[config.mk]
export PLATFORM = sky130hd
export DESIGN_NAME = wx_loader
export DESIGN_NICKNAME = d
export VERILOG_FILES = /design/src/rtl/wx_pkg.sv /design/src/rtl/wx_bank_counter.sv /design/src/rtl/wx_loader.sv
export SDC_FILE = /design/constraint.sdc
export NUM_CORES = 1
export LEC_CHECK = 0
export ABC_AREA = 1
export CAP_MARGIN = 20
export CORE_MARGIN = 5
export CORE_UTILIZATION = 53
export DETAILED_ROUTE_END_ITERATION = 7
export GPL_ROUTABILITY_DRIVEN = 1
export PLACE_DENSITY = 0.8
export SETUP_SLACK_MARGIN = 0.05
export SYNTH_ARGS = -nofsm -noshare
export SYNTH_HDL_FRONTEND = slang
export SYNTH_SLANG_ARGS = --single-unit
[constraint.sdc]
create_clock -name clk -period 2.4 [get_ports clk]
set_clock_uncertainty 0.2 [all_clocks]
set_input_delay 0.6 -clock clk [delete_from_list [all_inputs] [get_ports clk]]
set_output_delay 0.6 -clock clk [all_outputs]
set_load 0.02 [all_outputs]
[src/rtl/wx_pkg.sv]
// Shared types and defaults for the weight/input stream loader.
// Optional feature macro used by the top: WX_LOADER_CHECKSUM_EN.
package wx_pkg;

  localparam int W_ADDR_LEN_DEF = 32'd20;
  localparam int X_ADDR_LEN_DEF = 32'd10;
  localparam int W0_DEPTH_DEF   = 32'd6;
  localparam int W1_DEPTH_DEF   = 32'd9;
  localparam int W2_DEPTH_DEF   = 32'd9;
  localparam int W3_DEPTH_DEF   = 32'd9;
  localparam int X_DEPTH_DEF    = 32'd2;
  localparam int SEL_W          = 32'd2;

  typedef enum logic [2:0] {
    ST_IDLE    = 3'd0,
    ST_LOAD_W  = 3'd1,
    ST_LOAD_X  = 3'd2,
    ST_HANDOFF = 3'd3,
    ST_COMPUTE = 3'd4,
    ST_FIN     = 3'd5
  } wx_state_t;

  function automatic int max_len(input int a, input int b);
    if (a > b) return a;
    else return b;
  endfunction

endpackage

[src/rtl/wx_bank_counter.sv]
// Element counter for one memory bank; wraps to zero on the accepted last element.
module wx_bank_counter
  import wx_pkg::*;
#(
  parameter int CNT_W = W_ADDR_LEN_DEF
) (
  input  logic             clk,
  input  logic             rst,
  input  logic             clr,
  input  logic             inc,
  input  logic [CNT_W-1:0] depth,
  output logic [CNT_W-1:0] count,
  output logic             last
);

  logic [CNT_W-1:0] count_r;

  assign last  = (count_r == (depth - CNT_W'(1'b1)));
  assign count = count_r;

  // Count accepted elements, clearing on a new run or at the bank boundary.
  always_ff @(posedge clk or negedge rst) begin
    if (!rst) begin
      count_r <= '0;
    end else if (clr) begin
      count_r <= '0;
    end else if (inc) begin
      if (last) count_r <= '0;
      else      count_r <= count_r + CNT_W'(1'b1);
    end else begin
      count_r <= count_r;
    end
  end

endmodule

[src/rtl/wx_loader.sv]
// Serial loader: streams bits into four weight banks and one input bank, then hands
// the memories to compute. Define WX_LOADER_CHECKSUM_EN to add a count-of-ones output.
module wx_loader
  import wx_pkg::*;
#(
  parameter int W_ADDR_LEN = W_ADDR_LEN_DEF,
  parameter int X_ADDR_LEN = X_ADDR_LEN_DEF,
  parameter int W0_DEPTH   = W0_DEPTH_DEF,
  parameter int W1_DEPTH   = W1_DEPTH_DEF,
  parameter int W2_DEPTH   = W2_DEPTH_DEF,
  parameter int W3_DEPTH   = W3_DEPTH_DEF,
  parameter int X_DEPTH    = X_DEPTH_DEF
) (
  input  logic                  clk,
  input  logic                  rst,
  input  logic                  start,
  input  logic                  in_valid,
  input  logic                  in_data,
  output logic                  in_ready,
  output logic                  w_wq,
  output logic [SEL_W-1:0]      w_sel,
  output logic [W_ADDR_LEN-1:0] w_addr,
  output logic                  x_wq,
  output logic [SEL_W-1:0]      x_sel,
  output logic [X_ADDR_LEN-1:0] x_addr,
  output logic                  wx_write,
  output logic                  load_compute_ctrl,
  output logic                  en_compute,
  input  logic                  compute_finish,
  output logic                  busy,
  output logic                  done
`ifdef WX_LOADER_CHECKSUM_EN
  ,
  output logic [15:0]           checksum
`endif
);

  localparam int CNT_W = max_len(W_ADDR_LEN, X_ADDR_LEN);

  wx_state_t              state_r, next_s;
  logic [SEL_W-1:0]       bank_r, w_sel_r;
  logic [CNT_W-1:0]       count_s, depth_s;
  logic [W_ADDR_LEN-1:0]  w_addr_r;
  logic [X_ADDR_LEN-1:0]  x_addr_r;
  logic                   load_w_s, load_x_s, accept_s, start_s, last_s;
  logic                   w_wq_r, x_wq_r, wx_write_r;
  logic                   lcc_r, en_compute_r, busy_r, done_r;

  assign load_w_s = (state_r == ST_LOAD_W);
  assign load_x_s = (state_r == ST_LOAD_X);
  assign in_ready = load_w_s | load_x_s;
  assign accept_s = in_valid & in_ready;
  assign start_s  = start & (state_r == ST_IDLE);

  // Depth of the bank currently being filled.
  always_comb begin
    depth_s = CNT_W'(X_DEPTH);
    if (load_w_s) begin
      case (bank_r)
        2'd0:    depth_s = CNT_W'(W0_DEPTH);
        2'd1:    depth_s = CNT_W'(W1_DEPTH);
        2'd2:    depth_s = CNT_W'(W2_DEPTH);
        2'd3:    depth_s = CNT_W'(W3_DEPTH);
        default: depth_s = CNT_W'(W0_DEPTH);
      endcase
    end else begin
      depth_s = CNT_W'(X_DEPTH);
    end
  end

  wx_bank_counter #(.CNT_W(CNT_W)) u_cnt (
    .clk   (clk),
    .rst   (rst),
    .clr   (start_s),
    .inc   (accept_s),
    .depth (depth_s),
    .count (count_s),
    .last  (last_s)
  );

  // Next-state decode.
  always_comb begin
    next_s = state_r;
    case (state_r)
      ST_IDLE:    if (start) next_s = ST_LOAD_W; else next_s = ST_IDLE;
      ST_LOAD_W:  if (accept_s && last_s && (bank_r == 2'd3)) next_s = ST_LOAD_X;
                  else next_s = ST_LOAD_W;
      ST_LOAD_X:  if (accept_s && last_s) next_s = ST_HANDOFF; else next_s = ST_LOAD_X;
      ST_HANDOFF: next_s = ST_COMPUTE;
      ST_COMPUTE: if (compute_finish) next_s = ST_FIN; else next_s = ST_COMPUTE;
      ST_FIN:     next_s = ST_IDLE;
      default:    next_s = ST_IDLE;
    endcase
  end

  // State register.
  always_ff @(posedge clk or negedge rst) begin
    if (!rst) state_r <= ST_IDLE;
    else      state_r <= next_s;
  end

  // Bank tracker; w_sel trails it by a cycle so the final write keeps the old bank.
  always_ff @(posedge clk or negedge rst) begin
    if (!rst) begin
      bank_r  <= 2'd0;
      w_sel_r <= 2'd0;
    end else if (start_s) begin
      bank_r  <= 2'd0;
      w_sel_r <= 2'd0;
    end else begin
      w_sel_r <= bank_r;
      if (accept_s && load_w_s && last_s && (bank_r != 2'd3)) bank_r <= bank_r + 2'd1;
      else bank_r <= bank_r;
    end
  end

  // Registered write port; address and data hold when no bit is accepted.
  always_ff @(posedge clk or negedge rst) begin
    if (!rst) begin
      w_wq_r     <= 1'b0;
      x_wq_r     <= 1'b0;
      w_addr_r   <= '0;
      x_addr_r   <= '0;
      wx_write_r <= 1'b0;
    end else begin
      w_wq_r <= accept_s & load_w_s;
      x_wq_r <= accept_s & load_x_s;
      if (accept_s) begin
        wx_write_r <= in_data;
        if (load_w_s) w_addr_r <= W_ADDR_LEN'(count_s);
        else          x_addr_r <= X_ADDR_LEN'(count_s);
      end else begin
        wx_write_r <= wx_write_r;
      end
    end
  end

  // Status outputs registered from the next state so they align with it.
  always_ff @(posedge clk or negedge rst) begin
    if (!rst) begin
      lcc_r        <= 1'b1;
      en_compute_r <= 1'b0;
      busy_r       <= 1'b0;
      done_r       <= 1'b0;
    end else begin
      lcc_r        <= !((next_s == ST_HANDOFF) || (next_s == ST_COMPUTE));
      en_compute_r <= (next_s == ST_COMPUTE);
      busy_r       <= (next_s != ST_IDLE);
      done_r       <= (next_s == ST_FIN);
    end
  end

`ifdef WX_LOADER_CHECKSUM_EN
  logic [15:0] checksum_r;

  // Count of accepted one-bits for the current run.
  always_ff @(posedge clk or negedge rst) begin
    if (!rst)                      checksum_r <= 16'd0;
    else if (start_s)              checksum_r <= 16'd0;
    else if (accept_s && in_data)  checksum_r <= checksum_r + 16'd1;
    else                           checksum_r <= checksum_r;
  end

  assign checksum = checksum_r;
`endif

  assign w_wq              = w_wq_r;
  assign x_wq              = x_wq_r;
  assign w_sel             = w_sel_r;
  assign x_sel             = 2'd0;
  assign w_addr            = w_addr_r;
  assign x_addr            = x_addr_r;
  assign wx_write          = wx_write_r;
  assign load_compute_ctrl = lcc_r;
  assign en_compute        = en_compute_r;
  assign busy              = busy_r;
  assign done              = done_r;

endmodule

==> metrics.md <==
| Metric | Value |
|---|---|
| Clk buf depth | `2` |
| Synth Instances | `343` |
| H-tree levels | `3` |
| Peak supply drop | `0.429 mV` |
| Nets@finish | `404` |
| Fin Hold WS | `57.3 ps` |
| Critical Path End Type | `primary output` |
| Period utilisation layout | `94.3%` |
| FILL cells | `470` |
| Share of layout cells above drive strength 1 | `11.8%` |
| Routed Antenna Nets | `0` |
| First-pass DRT Iterations | `4` |
| WP data arrival | `1460 ps` |
| FMAX | `442 MHz` |
| IO Pins | `48` |
| Top FF cell, synth | `dfrtp_1` |
| Yosys top cell by area | `dfrtp_1` |
| Post-Syn Area per Cell | `8.58 µm²` |
| Status | `complete, no violations` |
| CTS Sinks | `64` |
| Final hold violations | `0` |
| Comb power frac | `19.1%` |
| Vias/cell | `5.05` |
| Post-Synth Adder-Cell Area | `1.28%` |
| RSZ-0062 raised after global routing | `no` |
| DIE AREA | `7140 µm²` |
| Pleak | `1.74 nW` |
| DR DRC count | `0` |
| Post-synthesis mux area share | `0%` |
| Ant diodes | `0` |
| EDFF count, synth | `0` |
| Placer congestion estimate | `0.865` |
| Register area share after synthesis | `54.5%` |
| Compound-Gate Fraction of Synth Area | `7.95%` |
| Clock power share | `32.3%` |
| Net switching power | `0.792 mW` |
| FP Rows | `27` |
| Num CTS Buffers | `9` |
| Cell Area, Synth | `2940 µm²` |
| Max Cap Viol | `0` |
| Placed inst area | `3470 µm²` |
| Post-synth ARST share | `100%` |
| Top cells by count, synth | `81 x nand2_1, 63 x dfrtp_1, 37 x inv_1` |
| Crit Path Max Fanout | `5` |
| Largest family of logic cells by synthesized area | `simple AND/OR/NAND/NOR gates` |
| Final HPWL DP | `4.42 mm` |
| Yosys reg bits | `64` |
| Multi-input logic area | `1120 µm²` |
| Worst setup path class | `register to primary output` |
| Switching part of the total power | `30.1%` |
| Vias in the first global route | `2,447` |
| Fraction of the mapped netlist area in simple logic gates | `26.8%` |
| Congestion Overflow GR | `0` |
| Yosys warns | `0` |
| Design area | `3660 µm²` |
| Drt initial violations | `122` |
| Final Critical Period | `2260 ps` |
| CP Launch Type | `register` |
| Power share of the sequential group | `48.6%` |
| DRT Wirelength | `6.22 mm` |
| Synth unique cells | `32` |
| Worst skew pair latency | `340 ps` |
| DIE HEIGHT | `84.5 µm` |
| # port buffers | `45` |
| Non-filler instance count after layout | `472` |
| Chip Width | `84.5 µm` |
| Reg area | `1600 µm²` |
| Internal power | `1.84 mW` |
| Fin util | `67.2%` |
| Final setup viols | `0` |
| Final Slew Violations | `0` |
| Most frequent cell after synthesis | `nand2_1` |
| Synth top area cells | `dfrtp_1 54%, nand2_1 10%, o21ai_0 5.8%` |
| CTS root buf | `clkbuf_8` |
| Drt wl/cell | `13.2 µm` |
| Area growth, synth to finish | `24.3%` |
| Core area | `5440 µm²` |
| Clock Pin Slew Worst Setup and Hold Paths | `70 ps` |
| Largest net degree at the start of global routing | `65` |
| Total number of vias | `2,384` |
| Setup_tns | `0 ps` |
| Post-synthesis xor/xnor area fraction | `1.79%` |
| Initial antenna violation count | `0` |
| Total track usage | `18.8%` |
| CTS tree | `built` |
| Global-route wire length before repair | `10.6 mm` |
| Worst slew pin tran | `533 ps` |
| Starting Density | `54.1%` |
| Critical Path RT | `1600 ps` |
| PD cells | `720 nW/µm²` |
| Slew margin rel. | `64.5%` |
| Hold Path Class | `primary input to asynchronous set/reset pin` |
| Hold buffers post-CTS | `0` |
| Share of the synthesized area in the top cell type | `53.6%` |
| Placed Cells incl. Taps | `456` |
==> logic make-up after synthesis <==
| logic type | Yosys count |
|---|---|
| flip-flops | 64 |
| AO/OA/AOI/OAI | 45 |
| other | 1 |
| XOR/XNOR | 6 |
| adder cells (fa/ha/maj) | 3 |
| buffers and inverters | 54 |
| AND/OR/NAND/NOR | 170 |
==> path summary, 6_finish.rpt <==
kind,slack (ps),endpoint,cells past startpoint,from
worst max-delay path,140,in_ready,4,state_r[1]$_DFF_PN0_
worst min-delay path,60,w_addr[19]$_DFFE_PN0P_,2,rst
worst max register to register,470,u_cnt.count[19]$_DFFE_PN0P_,12,bank_r[0]$_DFFE_PN0P_
worst min register to register,270,w_addr[14]$_DFFE_PN0P_,2,w_addr[14]$_DFFE_PN0P_
max in group asynchronous,1630,load_compute_ctrl$_DFF_PN1_,2,rst
min in group clk,270,w_addr[14]$_DFFE_PN0P_,2,w_addr[14]$_DFFE_PN0P_
==> registers in the layout, indices dropped and copies added (netlist names) <==
register,flops
w_addr,20
w_sel,2
x_wq,1
done,1
busy,1
state_r,3
w_wq,1
wx_write,1
en_compute,1
bank_r,2
u_cnt.count,20
x_addr,10
load_compute_ctrl,1
==> metal layers <==
layer | vias to the layer above | share of wire (%) | routed length (µm) | GRT usage (%)
met3 | 17 | 4.9 | 305 | 5.40
li1 | 1183 | - | - | -
met4 | 0 | 2.7 | 166 | 11.4
met5 | - | 0 | 0 | 0
met2 | 52 | 49 | 3050 | 32.2
met1 | 1132 | 43 | 2690 | 20.6
==> layout make-up <==
| class | count | area share (%) |
|---|---|---|
| sequential | 64 | 43.8 |
| multi-input combinational | 226 | 30.6 |
| timing repair buffer | 50 | 13.5 |
| clock buffer | 14 | 4.72 |
| inverter | 44 | 4.52 |
| tap | 72 | 2.46 |
| clock inverter | 2 | 0.342 |
==> critical path: stages (launching register included) <==
cell and delay, ps:
dfrtp_1 420, nor2_2 150, nand2_2 110, nand2_2 100, dlygate4sd2_1 340
==> stage by stage <==
| stage | setup slack, ps | power, mW |
|---|---|---|
| 2_1_floorplan | 649 | 1.58 |
| 3_3_place_gp | 149 | 1.79 |
| 3_5_place_dp | 84.5 | 1.80 |
| 4_1_cts | 126 | 2.65 |
| 5_1_grt | 59.0 | 2.77 |
| 6_report | 138 | 2.63 |
==> power by group through the flow <==
| stage | combinational (mW) | sequential (mW) | clock [mW] |
|---|---|---|---|
| 2_1_floorplan | 0.232 | 1.35 | 0 |
| 3_3_place_gp | 0.494 | 1.29 | 0 |
| 3_5_place_dp | 0.506 | 1.30 | 0 |
| 4_1_cts | 0.509 | 1.28 | 0.865 |
| 5_1_grt | 0.558 | 1.29 | 0.922 |
| 6_report | 0.504 | 1.28 | 0.850 |
==> layout by cell type, fill, tap and decap left out, types with 5 or more instances in the layout <==
| cell type | Yosys | final |
|---|---|---|
| clkdlybuf4s50_1 | 0 | 43 |
| clkbuf_8 | 0 | 12 |
| a21oi_1 | 6 | 6 |
| inv_2 | 7 | 7 |
| nor3_1 | 7 | 7 |
| o21ai_0 | 34 | 34 |
| nand2_2 | 6 | 6 |
| nand2_1 | 81 | 81 |
| inv_1 | 37 | 37 |
| nand4_1 | 5 | 5 |
| xor2_1 | 6 | 6 |
| nor2_1 | 34 | 34 |
| dfrtp_1 | 63 | 63 |
| nand3_1 | 22 | 22 |
==> timing repair <==
action / in CTS / in global routing
gates resized for setup: 1 / 0
setup endpoints to repair: 1 / 0
buffers inserted: 0 / 0
(Power assumes the default switching activity.)
